**config.mk**
```make
export PLATFORM = sky130hd
export DESIGN_NAME = uart_imem_loader
export DESIGN_NICKNAME = d
export VERILOG_FILES = /design/src/rtl/loader_pkg.sv /design/src/rtl/uart_rx.sv /design/src/rtl/uart_imem_loader.sv
export SDC_FILE = /design/constraint.sdc
export NUM_CORES = 1
export LEC_CHECK = 0
export ABC_AREA = 1
export CAP_MARGIN = 5
export CORE_UTILIZATION = 55
export DETAILED_ROUTE_END_ITERATION = 10
export GPL_TIMING_DRIVEN = 0
export PLACE_DENSITY = 0.85
export SLEW_MARGIN = 0
export SYNTH_ARGS = -nofsm -noshare
export SYNTH_HDL_FRONTEND = slang
export SYNTH_SLANG_ARGS = --single-unit
```
**constraint.sdc**
```tcl
create_clock -name clk -period 2.43 [get_ports clk]
set_clock_uncertainty 0.1 [all_clocks]
set_input_delay 0.486 -clock clk [delete_from_list [all_inputs] [get_ports clk]]
set_output_delay 0.486 -clock clk [all_outputs]
set_load 0.01 [all_outputs]
```
**src/rtl/loader_pkg.sv**
```systemverilog
// Shared types and frame constants for the UART instruction-memory boot loader.
// The CHECK state is only entered when LOADER_CHECKSUM_EN is defined.
package loader_pkg;

    localparam int UART_DATA_BITS = 8;
    localparam int LEN_BYTES      = 2;

    typedef enum logic [2:0] {
        WAIT_LEN0,
        WAIT_LEN1,
        LOAD,
        CHECK,
        DONE,
        ERROR
    } loader_state_e;

    typedef enum logic [1:0] {
        RX_IDLE,
        RX_START,
        RX_DATA,
        RX_STOP
    } rx_state_e;

endpackage

```
**src/rtl/uart_rx.sv**
```systemverilog
// 8N1 UART receiver with a 2-flop input synchroniser and centre-of-bit sampling.
// Emits one-cycle rx_valid (good stop bit) or rx_ferr (stop bit low) pulses.
module uart_rx
    import loader_pkg::*;
#(
    parameter int CLKS_PER_BIT = 868
) (
    input  logic                      clk,
    input  logic                      rst_n,
    input  logic                      rxd,
    output logic [UART_DATA_BITS-1:0] rx_byte,
    output logic                      rx_valid,
    output logic                      rx_ferr
);

    localparam int CNT_W = (CLKS_PER_BIT > 1) ? $clog2(CLKS_PER_BIT) : 1;
    localparam int BIT_W = $clog2(UART_DATA_BITS);
    localparam logic [CNT_W-1:0] HALF_CNT = CNT_W'(CLKS_PER_BIT / 2 - 1);
    localparam logic [CNT_W-1:0] FULL_CNT = CNT_W'(CLKS_PER_BIT - 1);
    localparam logic [BIT_W-1:0] LAST_BIT = BIT_W'(UART_DATA_BITS - 1);

    rx_state_e                 state_q, state_d;
    logic                      sync1_q, sync2_q, prev_q;
    logic [CNT_W-1:0]          cnt_q, cnt_d;
    logic [BIT_W-1:0]          bit_q, bit_d;
    logic [UART_DATA_BITS-1:0] shift_q, shift_d;
    logic [UART_DATA_BITS-1:0] byte_q, byte_d;
    logic                      valid_q, valid_d;
    logic                      ferr_q, ferr_d;
    logic                      fall_edge;

    // Edge (not level) start detection so a line stuck low after a framing error cannot retrigger.
    assign fall_edge = prev_q && !sync2_q;

    always_ff @(posedge clk or negedge rst_n) begin
        if (!rst_n) begin
            state_q <= RX_IDLE;
        end else begin
            state_q <= state_d;
        end
    end

    always_comb begin
        state_d = state_q;
        case (state_q)
            RX_IDLE:  if (fall_edge) state_d = RX_START;
            RX_START: if (cnt_q == HALF_CNT) state_d = sync2_q ? RX_IDLE : RX_DATA;
            RX_DATA:  if (cnt_q == FULL_CNT && bit_q == LAST_BIT) state_d = RX_STOP;
            RX_STOP:  if (cnt_q == FULL_CNT) state_d = RX_IDLE;
            default:  state_d = RX_IDLE;
        endcase
    end

    always_comb begin
        cnt_d   = cnt_q + 1'b1;
        bit_d   = bit_q;
        shift_d = shift_q;
        byte_d  = byte_q;
        valid_d = 1'b0;
        ferr_d  = 1'b0;
        case (state_q)
            RX_IDLE: begin
                cnt_d = '0;
                bit_d = '0;
            end
            RX_START: begin
                if (cnt_q == HALF_CNT) cnt_d = '0;
            end
            RX_DATA: begin
                if (cnt_q == FULL_CNT) begin
                    cnt_d   = '0;
                    bit_d   = bit_q + 1'b1;
                    shift_d = {sync2_q, shift_q[UART_DATA_BITS-1:1]};
                end
            end
            RX_STOP: begin
                if (cnt_q == FULL_CNT) begin
                    cnt_d = '0;
                    if (sync2_q) begin
                        valid_d = 1'b1;
                        byte_d  = shift_q;
                    end else begin
                        ferr_d = 1'b1;
                    end
                end
            end
            default: cnt_d = '0;
        endcase
    end

    always_ff @(posedge clk or negedge rst_n) begin
        if (!rst_n) begin
            sync1_q <= 1'b1;
            sync2_q <= 1'b1;
            prev_q  <= 1'b1;
            cnt_q   <= '0;
            bit_q   <= '0;
            shift_q <= '0;
            byte_q  <= '0;
            valid_q <= 1'b0;
            ferr_q  <= 1'b0;
        end else begin
            sync1_q <= rxd;
            sync2_q <= sync1_q;
            prev_q  <= sync2_q;
            cnt_q   <= cnt_d;
            bit_q   <= bit_d;
            shift_q <= shift_d;
            byte_q  <= byte_d;
            valid_q <= valid_d;
            ferr_q  <= ferr_d;
        end
    end

    assign rx_byte  = byte_q;
    assign rx_valid = valid_q;
    assign rx_ferr  = ferr_q;

endmodule

```
**src/rtl/uart_imem_loader.sv**
```systemverilog
// UART boot loader: receives a length-prefixed image and writes it into instruction memory,
// holding the core in reset until done. Define LOADER_CHECKSUM_EN to require a trailing checksum byte.
module uart_imem_loader
    import loader_pkg::*;
#(
    parameter int DATA_W       = 32,
    parameter int DEPTH        = 64,
    parameter int CLKS_PER_BIT = 868,
    localparam int WORD_BYTES  = DATA_W / 8,
    localparam int ADDR_W      = $clog2(DEPTH)
) (
    input  logic              clk,
    input  logic              rst_n,
    input  logic              rxd,
    input  logic              reload,
    output logic              mem_we,
    output logic [ADDR_W-1:0] mem_addr,
    output logic [DATA_W-1:0] mem_wdata,
    output logic              cpu_rst_n,
    output logic              load_done,
    output logic              load_err
);

    localparam int BC_W  = (WORD_BYTES > 1) ? $clog2(WORD_BYTES) : 1;
    localparam int LEN_W = 8 * LEN_BYTES;
    localparam logic [LEN_W-1:0] DEPTH_L   = LEN_W'(DEPTH);
    localparam logic [BC_W-1:0]  LAST_BYTE = BC_W'(WORD_BYTES - 1);
`ifdef LOADER_CHECKSUM_EN
    localparam loader_state_e AFTER_LOAD = CHECK;
`else
    localparam loader_state_e AFTER_LOAD = DONE;
`endif

    logic [UART_DATA_BITS-1:0] rx_byte;
    logic                      rx_valid, rx_ferr;

    loader_state_e     state_q, state_d;
    logic [LEN_W-1:0]  len_q, len_d;
    logic [BC_W-1:0]   byte_cnt_q, byte_cnt_d;
    logic [ADDR_W-1:0] addr_q, addr_d;
    logic [DATA_W-1:0] wdata_q, wdata_d;
    logic              we_q, we_d;
    logic              cpu_rst_n_q, cpu_rst_n_d;
    logic              done_q, done_d;
    logic              err_q, err_d;
    logic [LEN_W-1:0]  len_full;
    logic              last_word;
`ifdef LOADER_CHECKSUM_EN
    logic [7:0]        sum_q, sum_d;
`endif

    uart_rx #(
        .CLKS_PER_BIT(CLKS_PER_BIT)
    ) u_rx (
        .clk     (clk),
        .rst_n   (rst_n),
        .rxd     (rxd),
        .rx_byte (rx_byte),
        .rx_valid(rx_valid),
        .rx_ferr (rx_ferr)
    );

    assign len_full  = {rx_byte, len_q[7:0]};
    assign last_word = (LEN_W'(addr_q) == len_q - LEN_W'(1));

    always_ff @(posedge clk or negedge rst_n) begin
        if (!rst_n) begin
            state_q <= WAIT_LEN0;
        end else begin
            state_q <= state_d;
        end
    end

    always_comb begin
        state_d = state_q;
        case (state_q)
            WAIT_LEN0: begin
                if (rx_ferr) state_d = ERROR;
                else if (rx_valid) state_d = WAIT_LEN1;
            end
            WAIT_LEN1: begin
                if (rx_ferr) state_d = ERROR;
                else if (rx_valid) begin
                    if (len_full == '0) state_d = AFTER_LOAD;
                    else if (len_full > DEPTH_L) state_d = ERROR;
                    else state_d = LOAD;
                end
            end
            LOAD: begin
                if (rx_ferr) state_d = ERROR;
                else if (rx_valid && byte_cnt_q == LAST_BYTE && last_word) state_d = AFTER_LOAD;
            end
`ifdef LOADER_CHECKSUM_EN
            CHECK: begin
                if (rx_ferr) state_d = ERROR;
                else if (rx_valid) state_d = (8'(rx_byte + sum_q) == 8'h00) ? DONE : ERROR;
            end
`endif
            DONE, ERROR: begin
                if (reload) state_d = WAIT_LEN0;
            end
            default: state_d = ERROR;
        endcase
    end

    // Word assembly, write strobe and address stepping; the address advances in the write cycle.
    always_comb begin
        len_d      = len_q;
        byte_cnt_d = byte_cnt_q;
        addr_d     = addr_q;
        wdata_d    = wdata_q;
        we_d       = 1'b0;
`ifdef LOADER_CHECKSUM_EN
        sum_d      = sum_q;
        if (rx_valid && (state_q == WAIT_LEN0 || state_q == WAIT_LEN1 || state_q == LOAD)) begin
            sum_d = sum_q + rx_byte;
        end
`endif
        if (state_q == LOAD && we_q) addr_d = addr_q + 1'b1;
        case (state_q)
            WAIT_LEN0: begin
                if (rx_valid) len_d = {len_q[LEN_W-1:8], rx_byte};
            end
            WAIT_LEN1: begin
                if (rx_valid) begin
                    len_d      = len_full;
                    byte_cnt_d = '0;
                end
            end
            LOAD: begin
                if (rx_valid) begin
                    wdata_d[8*byte_cnt_q +: 8] = rx_byte;
                    if (byte_cnt_q == LAST_BYTE) begin
                        byte_cnt_d = '0;
                        we_d       = 1'b1;
                    end else begin
                        byte_cnt_d = byte_cnt_q + 1'b1;
                    end
                end
            end
            DONE, ERROR: begin
                if (reload) begin
                    addr_d     = '0;
                    byte_cnt_d = '0;
`ifdef LOADER_CHECKSUM_EN
                    sum_d      = '0;
`endif
                end
            end
            default: ;
        endcase
    end

    always_comb begin
        cpu_rst_n_d = (state_q == DONE);
        done_d      = (state_q == DONE);
        err_d       = (state_q == ERROR);
    end

    always_ff @(posedge clk or negedge rst_n) begin
        if (!rst_n) begin
            len_q       <= '0;
            byte_cnt_q  <= '0;
            addr_q      <= '0;
            wdata_q     <= '0;
            we_q        <= 1'b0;
            cpu_rst_n_q <= 1'b0;
            done_q      <= 1'b0;
            err_q       <= 1'b0;
`ifdef LOADER_CHECKSUM_EN
            sum_q       <= '0;
`endif
        end else begin
            len_q       <= len_d;
            byte_cnt_q  <= byte_cnt_d;
            addr_q      <= addr_d;
            wdata_q     <= wdata_d;
            we_q        <= we_d;
            cpu_rst_n_q <= cpu_rst_n_d;
            done_q      <= done_d;
            err_q       <= err_d;
`ifdef LOADER_CHECKSUM_EN
            sum_q       <= sum_d;
`endif
        end
    end

    assign mem_we    = we_q;
    assign mem_addr  = addr_q;
    assign mem_wdata = wdata_q;
    assign cpu_rst_n = cpu_rst_n_q;
    assign load_done = done_q;
    assign load_err  = err_q;

endmodule

```
* Word level (Yosys, flattened, before mapping)
Index checks and enable logic that the tools add are counted.
** Word-level totals
- Word-level logic and storage cells :: 117
- Input port bits :: 4
- Flip-flop bits (word level) :: 98
** Cells by class
- $add $sub $neg :: 6
- Magnitude comparators :: 1
- Eq/ne operators :: 23
- Mux-type cells :: 42
- Shift-type cells :: 2
- Bitwise operators :: 2
- Reduce and logical (&&, ||, !) cells :: 22
** Operators by type and width (count)
- $neg 5->34 :: 1
- $shift 8x34->32 const A :: 1
- $shiftx 8x34->32 :: 1
- $bwmux 32 :: 1
- $pmux 16 s2 :: 1
- $mux 3 :: 10
- $pmux 10 s3 :: 1
- $mux 10 :: 2
- $mux 2 :: 9
- $mux 6 :: 3
- $eq 6x16->1 :: 1
- $gt 16x7->1 const B :: 1
- $logic_not 16->1 :: 1
- $mux 16 :: 1
- $sub 16x1->16 const B :: 1
- $ne 2x1->1 const B :: 7
- $pmux 3 s4 :: 1
- $reduce_and 4->1 :: 3
- $add 10x1->10 const B :: 1
- $eq 10x10->1 const B :: 1
- $eq 10x9->1 const B :: 1
- $eq 3x3->1 const B :: 3
- $mux 1 :: 9
- $reduce_and 3->1 :: 3
- 23 further kinds :: 34

* Longest topological paths before layout
- Depth after elaboration :: 6
- Gate-level depth with buffers :: 16
- Mapped depth without buffers :: 16

* Cells and area by module
Synthesis repeated with hierarchy kept, for this count alone.
** Second synthesis, totals
- Cells, all modules :: 606
- Area total of the unflattened synthesis :: 5059.9 sq um
** Modules (own cells, without submodules)
- uart_imem_loader :: instances 1, cells an instance 424, area each 3375.7 sq um, sequential area each 1551.5 sq um
- uart_rx :: instances 1, cells an instance 182, area each 1684.1 sq um, sequential area each 904.6 sq um

* Worst setup path after synthesis
Ideal clock, no wire load.
- Path kind :: register to register
- Start point :: reg byte_cnt_q[0]
- End point :: reg wdata_q[0] (netlist: mem_wdata[0])
- Cell stages (with the launch flop) :: 6
- Clock period less this slack :: 1.917 ns
- Buffers on the path :: 0
- Data required time :: 2.264 ns
- Setup slack :: 0.513 ns
- Arrival time :: 1.751 ns
- Cells stage by stage :: dfrtp_1 > clkinv_1 > ha_1 > nor3_1 > nand3_1 > nand2_1
** Between the ends
- Longest elaborated chain between the ends :: 3
** RTL lines
- start, declared :: line uart_imem_loader.sv:39 : logic [BC_W-1:0] byte_cnt_q, byte_cnt_d;
- start signal, assigned :: line uart_imem_loader.sv:175 : byte_cnt_q <= byte_cnt_d;
- $neg 5->34 (*) :: line uart_imem_loader.sv:132 : wdata_d[8*byte_cnt_q +: 8] = rx_byte;
- $shiftx 8x34->32 / $shift 8x34->32 (equally long branches) :: line uart_imem_loader.sv:132
- $bwmux 32 (*) :: line uart_imem_loader.sv:132
- end signal, assigned :: line uart_imem_loader.sv:177 : wdata_q <= wdata_d;
- end, declared :: line uart_imem_loader.sv:41 : logic [DATA_W-1:0] wdata_q, wdata_d;
Mark *: on every way between the ends. The rest lies on a longest branch, timed or not.
A chain may end at the register's enable or synchronous reset.

* Worst setup path in the final report
- Start point :: reg byte_cnt_q[0]
- End point :: reg wdata_q[13] (netlist: mem_wdata[13])
The elaborated chain is that of the path after synthesis.

==> reports/qor.csv <==
metric,value,unit
cts_buffers,9,
gp_congestion,0.9339,
yosysSeqAreaShare,51.16,%
path_cells,clkinvlp_4 > ha_1 > nand2_1 > o31ai_1 > o21a_1,
antenna_cells,0,
synth.most_common_cell,nand2_1,
combPwrFrac,9.2,%
grt_pass1_wl,17.47,mm
clk_pin_slew_worst_paths,100,ps
hp-start,u_rx.sync1_q$_DFF_PN1_,
start_util,57.56,%
clock_power_share,34.1,%
power.leakage,2.768,nW
worst_path_max_delay_cell,dfrtp_1,
drtIter0Drc,298,
min_path_type,flip-flop to flip-flop,
grt-ovfl-total,0,
yosysUniqueCellTypes,34,
reg2regPathDepth,5,
crit_path_start_kind,flip-flop,
synth_edf_count,0,
grt_pass1_vias,3791,
arrival,2480,ps
die-area,9107,um^2
maxSlewHeadroom,53.95,%
dieHeight,95.43,um
cts.sinks,98,
fin_hold_ws,262.6,ps
final_nets,646,
cap_viol_max_count,0,
synth_ff_type,dfrtp_1,
worst_hold_path.num_cells,0,
ys_warn_count,0,
placedInstanceArea,5408,um^2
fin_area,5619,um^2
cellPowerDensity,539.7,nW/um^2
synth_fp_nets,588,
max_freq,437.6,MHz
wl_per_cell,14.30,um
total_power,0.003032,W
syn_to_final_growth,17.04,%
setup_viol,0,
worstHoldEndpoint,u_rx.sync2_q$_DFF_PN1_,
hold_viol,0,
synth_common_cells,"nand2_1, dfrtp_1, inv_1, nor2_1, o21ai_0",
dp_hpwl,7.691,mm
antenna_found_initial,0,
path_delay_family,compound AO/OA/AOI/OAI gates,
r2r_end,mem_wdata[13]$_DFFE_PN0P_,
path_class,flip-flop to flip-flop,
internal_power,0.002268,W
tns,0,ps
clk_path_buf_depth,2,
clk_root_buffer_cell,clkbuf_8,
irDropWorstVdd,0.0004070,V
grt_max_degree,62,
synth_top_cell_by_area,dfrtp_1,
pwr-share-seq,56.6,%
die-width,95.43,um
period_needed,2285,ps
max_stage_delay,540,ps
design.core.area,8341,um^2
drive_gt1_share,8.031,%
drv_slew,0,
ys_ff_latch,98,
fin_crit_sh,94.05,%
syn_area_per_cell,8.393,um^2
synth.cell_area,4801,um^2
final_util,67.37,%
vias,4031,
worst_pin_slew,684.5,ps
path_buf_inv,1,
power_switching,0.0007646,W
routed_via_density,5.447,
end_kind,flip-flop,
clk_latency,360,ps
synthArstFlopShare,100.0,%
critPathRequiredTime,2620,ps
routed_wl,10.58,mm
synth_top_area_share,49.52,%
rows,33,
status,completed,
numPortBuffers,45,
netlist_instances,572,
ant_nets,0,
worstPathMaxFanout,12,
rr_startpoint,byte_cnt_q[0]$_DFFE_PN0P_,
htreeDepth,3,
drtPass1Iterations,7,
p_sw_share,25.21,%
drc,0,
cts_tree,built,
rrSetupSlack,140,ps
grt_usage,25.07,%
synthTopCellsByArea,"dfrtp_1, nand2_1, o21ai_0",
ios,46,
-- worst max-delay path by stage --
| stage | from | end | slack (ps) | cells after the start |
|---|---|---|---|---|
| 2_1_floorplan | byte_cnt_q[0]$_DFFE_PN0P_ | mem_wdata[0]$_DFFE_PN0P_ | 510 | 5 |
| 3_3_place_gp | rst_n | u_rx.cnt_q[5]$_DFF_PN0_ | -2660 | 1 |
| 3_5_place_dp | byte_cnt_q[0]$_DFFE_PN0P_ | mem_wdata[23]$_DFFE_PN0P_ | 90 | 6 |
| 4_1_cts | byte_cnt_q[0]$_DFFE_PN0P_ | mem_wdata[23]$_DFFE_PN0P_ | 40 | 6 |
| 5_1_grt | byte_cnt_q[0]$_DFFE_PN0P_ | mem_wdata[23]$_DFFE_PN0P_ | -20 | 6 |
| 6_report | byte_cnt_q[0]$_DFFE_PN0P_ | mem_wdata[13]$_DFFE_PN0P_ | 140 | 5 |
-- state kept, by name, summed over array words and instances, names as in the netlist, 2 cells and up, named ones only --
| name | cells |
|---|---|
| byte_cnt_q | 2 |
| mem_addr | 6 |
| mem_wdata | 32 |
| u_rx.shift_q | 8 |
| u_rx.cnt_q | 10 |
| u_rx.bit_q | 3 |
| len_q | 16 |
| state_q | 3 |
| u_rx.rx_byte | 8 |
-- layer usage --
metal	wire length (um)	track usage, %	vias up
met5	0	0	-
met3	562	5.901	19
met2	5179	41.85	131
met4	162	6.965	0
li1	-	-	1985
met1	4679	32.71	1896
-- cells by family after synthesis --
kind of cell,share of synthesized area [%]
simple gates,26.69
compound gates,11.47
flops,51.16
buf+inv,6.463
fa+ha+maj,3.127
xor+xnor,1.095
-- worst reg2reg max path: cells and delay by family (launching register included) --
family | cells | cell delay [ps]
DFF | 1 | 540
buffers and inverters | 1 | 330
and+or+nand+nor | 1 | 260
adders and majority gates | 1 | 440
AOI/OAI and AO/OA | 2 | 550
-- cells in the final DEF (no fill, tap or decap), types with 3 or more instances in the layout --
master / instances
inv_1: 59
nand3_1: 42
o21a_1: 8
dfrtp_1: 95
nor3_1: 6
xnor2_1: 4
nand4_1: 10
nand2_1: 140
nor4_1: 4
a21oi_1: 11
clkbuf_1: 9
o21ai_1: 14
clkdlybuf4s50_1: 44
nand2_2: 7
clkbuf_8: 10
o21ai_0: 50
nor2_4: 9
buf_4: 4
nor2_2: 5
dfstp_2: 3
nor2_1: 53
o31ai_1: 10
ha_1: 12
-- cell type report --
cell class | count | area (um^2)
fill | 664 | 2721
sequential | 98 | 2456
multi-input combinational | 399 | 2042
timing repair buffer | 47 | 485.5
inverter | 63 | 240.2
clock buffer | 14 | 152.6
tap | 105 | 131.4
buffer | 12 | 73.82
clock inverter | 2 | 37.54
-- through the flow --
step           worst slack [ps]  cells
2_1_floorplan             512.9    572
3_3_place_gp              -2664    722
3_5_place_dp              86.88    723
4_1_cts                   35.26    740
5_1_grt                  -20.49    740
6_report                  144.6    740
-- what timing repair did --
action                     in CTS  in global routing
hold buffers                    1                  0
resized for setup               0                  3
hold endpoints to repair        4                  0
buffers inserted                0                  0
setup endpoints to repair       0                 16
-- power by group through the flow --
stage	clock network, W	logic (W)	registers (W)
after global placement	0	0.000254	0.00175
after floorplan	0	0.000180	0.00174
after CTS	0.00105	0.000282	0.00172
after detailed placement	0	0.000281	0.00175
after global routing	0.00112	0.000314	0.00173
final	0.00104	0.000279	0.00172
No activity file was read; power rests on OpenSTA's default activity.
